--- config.mk ---
export PLATFORM = sky130hd
export DESIGN_NAME = regfile_wb_sched
export DESIGN_NICKNAME = d
export VERILOG_FILES = /design/src/rtl/regfile_wb_sched.sv
export SDC_FILE = /design/constraint.sdc
export NUM_CORES = 1
export LEC_CHECK = 0
export CAP_MARGIN = 25
export CORE_ASPECT_RATIO = 0.7
export CORE_MARGIN = 4
export CORE_UTILIZATION = 48
export DETAILED_ROUTE_END_ITERATION = 10
export GPL_TIMING_DRIVEN = 1
export PLACE_DENSITY = 0.86
export SYNTH_ARGS = -nofsm -noshare
export SYNTH_HDL_FRONTEND = slang
export SYNTH_SLANG_ARGS = --single-unit
--- constraint.sdc ---
create_clock -name clk_i -period 3.5 [get_ports clk_i]
set_input_delay 0.7 -clock clk_i [delete_from_list [all_inputs] [get_ports clk_i]]
set_output_delay 0.7 -clock clk_i [all_outputs]
set_load 0.005 [all_outputs]
--- src/rtl/regfile_wb_sched.sv ---
// ============================================================================
// Module  : regfile_wb_sched
// Purpose : Round-robin write-back arbiter for the register file write port,
//           with a pending-write scoreboard for RAW hazard detection.
// Rev     : 1.0
// ============================================================================
`default_nettype none

module regfile_wb_sched #(
    parameter int DATA_W = 32,
    parameter int ADDR_W = 5
) (
    input  logic              clk_i,
    input  logic              rst_n_i,
    input  logic              req0_i,
    input  logic [ADDR_W-1:0] wn0_i,
    input  logic [DATA_W-1:0] wd0_i,
    input  logic              req1_i,
    input  logic [ADDR_W-1:0] wn1_i,
    input  logic [DATA_W-1:0] wd1_i,
    output logic              gnt0_o,
    output logic              gnt1_o,
    output logic [ADDR_W-1:0] wn_o,
    output logic              write_o,
    output logic [DATA_W-1:0] wd_o,
    input  logic              rsv_i,
    input  logic [ADDR_W-1:0] rsvn_i,
    input  logic [ADDR_W-1:0] rn1_i,
    input  logic [ADDR_W-1:0] rn2_i,
    output logic              busy1_o,
    output logic              busy2_o
);

    localparam int NREG = 1 << ADDR_W;

    // last_q names the requester granted most recently (1 after reset).
    logic              last_q,  last_d;
    logic              write_q, write_d;
    logic [ADDR_W-1:0] wn_q,    wn_d;
    logic [DATA_W-1:0] wd_q,    wd_d;
    logic [NREG-1:0]   busy_q,  busy_d;

    logic              w_xfer;
    logic [ADDR_W-1:0] w_sel_wn;
    logic [DATA_W-1:0] w_sel_wd;

    // Grants are gated by reset so nothing is granted while it is asserted.
    assign gnt0_o   = rst_n_i & req0_i & (~req1_i | last_q);
    assign gnt1_o   = rst_n_i & req1_i & (~req0_i | ~last_q);
    assign w_xfer   = gnt0_o | gnt1_o;
    assign w_sel_wn = gnt1_o ? wn1_i : wn0_i;
    assign w_sel_wd = gnt1_o ? wd1_i : wd0_i;

    always_comb begin
        last_d  = last_q;
        write_d = 1'b0;
        wn_d    = wn_q;
        wd_d    = wd_q;
        if (w_xfer) begin
            last_d  = gnt1_o;
            write_d = (w_sel_wn != '0);
            wn_d    = w_sel_wn;
            wd_d    = w_sel_wd;
        end
    end

    // Clear first, then set, so a same-edge reservation wins.
    always_comb begin
        busy_d = busy_q;
        if (write_q)
            busy_d[wn_q] = 1'b0;
        if (rsv_i && (rsvn_i != '0))
            busy_d[rsvn_i] = 1'b1;
        busy_d[0] = 1'b0;
    end

    always_ff @(posedge clk_i or negedge rst_n_i) begin
        if (!rst_n_i) begin
            last_q  <= 1'b1;
            write_q <= 1'b0;
            wn_q    <= '0;
            wd_q    <= '0;
            busy_q  <= '0;
        end else begin
            last_q  <= last_d;
            write_q <= write_d;
            wn_q    <= wn_d;
            wd_q    <= wd_d;
            busy_q  <= busy_d;
        end
    end

    assign wn_o    = wn_q;
    assign wd_o    = wd_q;
    assign write_o = write_q;
    assign busy1_o = busy_q[rn1_i];
    assign busy2_o = busy_q[rn2_i];

endmodule

`default_nettype wire

# --- Word level (Yosys, flattened, before mapping) ---
# Index checks and enable logic that the tools add are counted.
classes:
  reduce_logical: 5
  order_cmp: 6
  muxes: 13
  bitwise: 13
op_table:
  columns: ["cell", "n"]
  rows:
  - ["32-bit 2-to-1 mux", 3]
  - ["32-bit bitwise AND", 1]
  - ["32-bit inverter", 1]
  - ["32-bit OR", 1]
  - ["5-bit by 6-bit less-than comparator with 1-bit output, second input constant", 4]
  - ["1-bit binary-select mux with 5-bit select", 2]
  - ["1-bit demux with 5-bit select", 2]
  - ["5-bit by 1-bit greater-or-equal comparator with 1-bit output, second input constant", 2]
  - ["5-bit nonzero test", 2]
  - ["1-bit 2-to-1 mux", 5]
  - ["5-bit 2-to-1 mux", 1]
  - ["1-bit bitwise AND", 4]
  - ["1-bit logical AND", 3]
  - ["1-bit inverter", 3]
  - ["1-bit OR", 3]
word_totals:
  in_bits: 94
  output_inout_bits: 42
  register_bits: 70
  elab_cells: 42

# --- Depth between registers and ports, before layout ---
logic_depth:
  word_depth: 9
  depth_mapped: 5
  ltp_nobuf: 4

# --- Worst setup path after synthesis ---
# OpenSTA, ideal clock, no wires.
synth_timing:
  path_type: "input -> output"
  from: "in rn1_i[0]"
  to: "out busy1_o"
  n_path_buf: 1
  path_slack_ns: 1.105
  arrival_ns: 1.695
  required_time_ns: 2.800
  path_stages: 5
  cell_sequence: "buf_2 -> mux4_2 -> nand2b_1 -> o211ai_1 -> nand4_1"
synth_via:
  elab_chain_cells: 2
synth_lines:
  columns: ["item", "line", "source"]
  rows:
  - ["start: declaration", "28", "input logic [ADDR_W-1:0] rn1_i,"]
  - ["1-bit binary-select mux with 5-bit select", "96", "assign busy1_o = busy_q[rn1_i];"]
  - ["1-bit 2-to-1 mux (implied by the code)", "96", null]
  - ["end: declaration", "30", "output logic busy1_o,"]
# No other way between the ends. The select of a mux whose other input is x is not followed.

# --- Final worst setup path ---
layout_timing:
  from: "in rn2_i[2]"
  to: "out busy2_o"
layout_via:
  elab_chain_cells: 2
layout_lines:
  columns: ["item", "line", "source"]
  rows:
  - ["start: declaration", "29", "input logic [ADDR_W-1:0] rn2_i,"]
  - ["1-bit binary-select mux with 5-bit select", "97", "assign busy2_o = busy_q[rn2_i];"]
  - ["1-bit 2-to-1 mux (implied by the code)", "97", null]
  - ["end: declaration", "31", "output logic busy2_o"]
# No other way between the ends. The select of a mux whose other input is x is not followed.

==> metrics <==
CTS tree done; status complete, no violations; Seq pwr share 0.469; sequential fraction of the synthesis area 0.478; Routed Antenna Nets 0; worst stage delay on the critical path 0.79 ns; WL/cell 18.4 um; die footprint 9130 um2; antenna diode count 0; Final Setup Violations 0; Setup CP Type in2out; Synth Register Bits 70; Resized Gates After CTS 0; final net count 600; pre-CTS setup slack 0.202 ns; Worst Hold Endpoint wd_o[29]; peak supply drop 0.000277 V; Net Sw Frac 0.316; fillcell total 534; critical path startpoint category input pin; FF-to-FF path depth 5; first-pass GRT wire length 17.9 mm; Slew Viols, Final 0; final setup margin 0.182 ns; Starting Density 0.499; hold path startpoint wd_o[29]; post-layout min period 3.32 ns; core area 7350 um2; gpl congestion 0.862; clock power share 0.254; largest cells by area after synthesis dfrtp_1, mux2i_1, o21ai_0; IO Pins 136; NetSw 0.000821 W; CTS Buf Count 9; Yosys top cell area share 0.471; dpl hpwl 8.92 mm; RSZ-0062 raised after global routing false; Bufs on Longest Clock Path 2; launching point of the worst reg2reg path last_q; P_int 0.00178 W; FF-to-FF End wd_o[25]; I/O Buffers 135; CP Capture Type primary output; Reg2Reg Setup Slack 1.72 ns; Syn Std Cell Area 3670 um2; Routed WL 11.2 mm; Post-route DRC 0; class of the worst hold path reg2reg; max cap viols 0; Setup Buffers After CTS 0; fmax 301 MHz; total grt overflow 0; CP top delay family buffers and inverters; Post-CTS Hold Buffers 0; Die Height 81.1 um; crit-path cells clkdlybuf4s50_1 > mux2i_1 > a211oi_1 > nand3_1 > nand4_1 > clkdlybuf4s50_1; Synth Instances 372; CP required 2.80 ns; slowest CP cell clkdlybuf4s50_1; vias 3472; logic gate share of total power 0.277; Via-to-Cell Ratio 5.70; clk sinks 70; antenna violations before repair 0; period utilization 0.948; pin count of the biggest net entering global routing 71; Root Buffer clkbuf_8; Distinct cells, synth 28; H-Tree Level Count 3; vias in the first global route 3517; 1st-pass router iterations 5; power per cell area 486 nW/um2; number of DRC markers in iteration 0 424; CP dominant cell by count clkdlybuf4s50_1; die width 112 um; Avg Cell Area, Syn 9.86 um2; clk_lat worst skew 0.34 ns; Setup TNS Final 0 ns; peak fanout along the critical path 9; YS warnings 0; syn_nets 466; WP data arrival 2.62 ns; area delta synth->final 45.7%; Yosys top cell by area dfrtp_1; CTS clk-pin slew, worst paths 0.08 ns; worst slew pin tran 0.841 ns; Final Hold Vio Count 0; worst path bufs/invs 2; max_slew headroom 0.439; row cnt 26; GRT Total Usage 0.250; hold-critical path depth 2; clock skew 0.0136 ns; Leak 2.29 nW; layout cells sized above 1 0.0783
[metrics by stage]
step | util | power [W] | area, um2 | std cells | hold WS (ns)
final | 0.727 | 0.00260 | 5350 | 609 | 0.479
after CTS | 0.727 | 0.00260 | 5350 | 609 | 0.486
after floorplan | - | 0.00149 | 3670 | 372 | 0.404
after detailed placement | 0.699 | 0.00194 | 5140 | 593 | 0.470
after global placement | 0.699 | 0.00191 | 5140 | 593 | 0.464
after global routing | 0.727 | 0.00274 | 5350 | 609 | 0.502
[layer usage]
layer	global-route usage	part of all wire	vias up
li1	-	-	1630
met1	0.330	0.41	1659
met2	0.420	0.48	161
met3	0.0603	0.081	22
met4	0.0672	0.021	0
met5	0	0	-
[power by group through the flow]
stage / Combinational (W) / Clock, W / Sequential [W]
2_1_floorplan: 0.000369 / 0 / 0.00112
3_3_place_gp: 0.000689 / 0 / 0.00122
3_5_place_dp: 0.000716 / 0 / 0.00122
4_1_cts: 0.000723 / 0.000671 / 0.00121
5_1_grt: 0.000790 / 0.000711 / 0.00124
6_report: 0.000718 / 0.000660 / 0.00122
[kinds of logic (layout without fill, tap and decap cells)]
kind of cell,Yosys count,count (layout),synth area share
AOI/OAI and AO/OA,120,120,0.174
and+or+nand+nor,95,95,0.130
muxes,61,61,0.187
DFF,70,70,0.478
buffers and inverters,26,165,0.0317
[sequential cells by signal, indices dropped and copies added (netlist names)]
register  cells
write_o       1
busy_q       31
wd_o         32
last_q        1
wn_o          5
[worst max-delay path by stage]
stage	endpoint	startpoint	depth (start not counted)	slack [ns]
floorplan	busy1_o	rn1_i[0]	5	1.10
global placement	busy2_o	rn2_i[0]	6	0.21
detailed placement	busy2_o	rn2_i[2]	6	0.20
CTS	busy2_o	rn2_i[2]	6	0.20
global route	busy2_o	rn2_i[2]	6	0.06
finish	busy2_o	rn2_i[2]	6	0.18
[cells in the final DEF, fill, tap and decap left out, drive strengths merged, types with 6 or more instances in the layout]
cell type | synthesis | routed
buf | 15 | 10
clkdlybuf4s50 | 0 | 134
o21ai | 99 | 99
a21oi | 8 | 8
inv | 5 | 6
nor2 | 8 | 8
mux4 | 6 | 6
clkbuf | 6 | 10
mux2i | 55 | 55
nand3b | 10 | 10
dfrtp | 69 | 69
nand2 | 44 | 44
nand3 | 13 | 13
[layout make-up]
| cell class | count | area (um2) | area share |
|---|---|---|---|
| multi-input cells | 276 | 1820 | 0.340 |
| flip-flops and latches | 70 | 1750 | 0.328 |
| repair buffers | 144 | 1430 | 0.267 |
| clock buffers | 10 | 138 | 0.0257 |
| well taps | 98 | 123 | 0.0229 |
| clock inverters | 6 | 68.8 | 0.0129 |
| inverters | 5 | 18.8 | 0.00351 |
[Yosys cell counts (all sizes together)]
master   number
nor2b         4
nand2        44
nand3b       10
a22oi         4
nand4         2
nor2          8
a21oi         8
or4           1
dfrtp        69
mux2i        55
a31oi         1
o41ai         1
nand2b        4
or3b          4
or3           2
a211oi        2
dfstp         1
or4b          1
o21ai        99
mux4          6
clkbuf        6
o211ai        2
a311oi        1
buf          15
nor3          2
inv           5
nand3        13
o2111ai       2
[worst register-to-register path, delay by kind of cell, from the launching register on]
kind	cells	cell delay, ns
AO/OA/AOI/OAI	1	0.11
buffers and inverters	1	0.51
flip-flops	1	0.57
multiplexers	1	0.30
AND/OR/NAND/NOR	2	0.15
(Power assumes the default switching activity.)
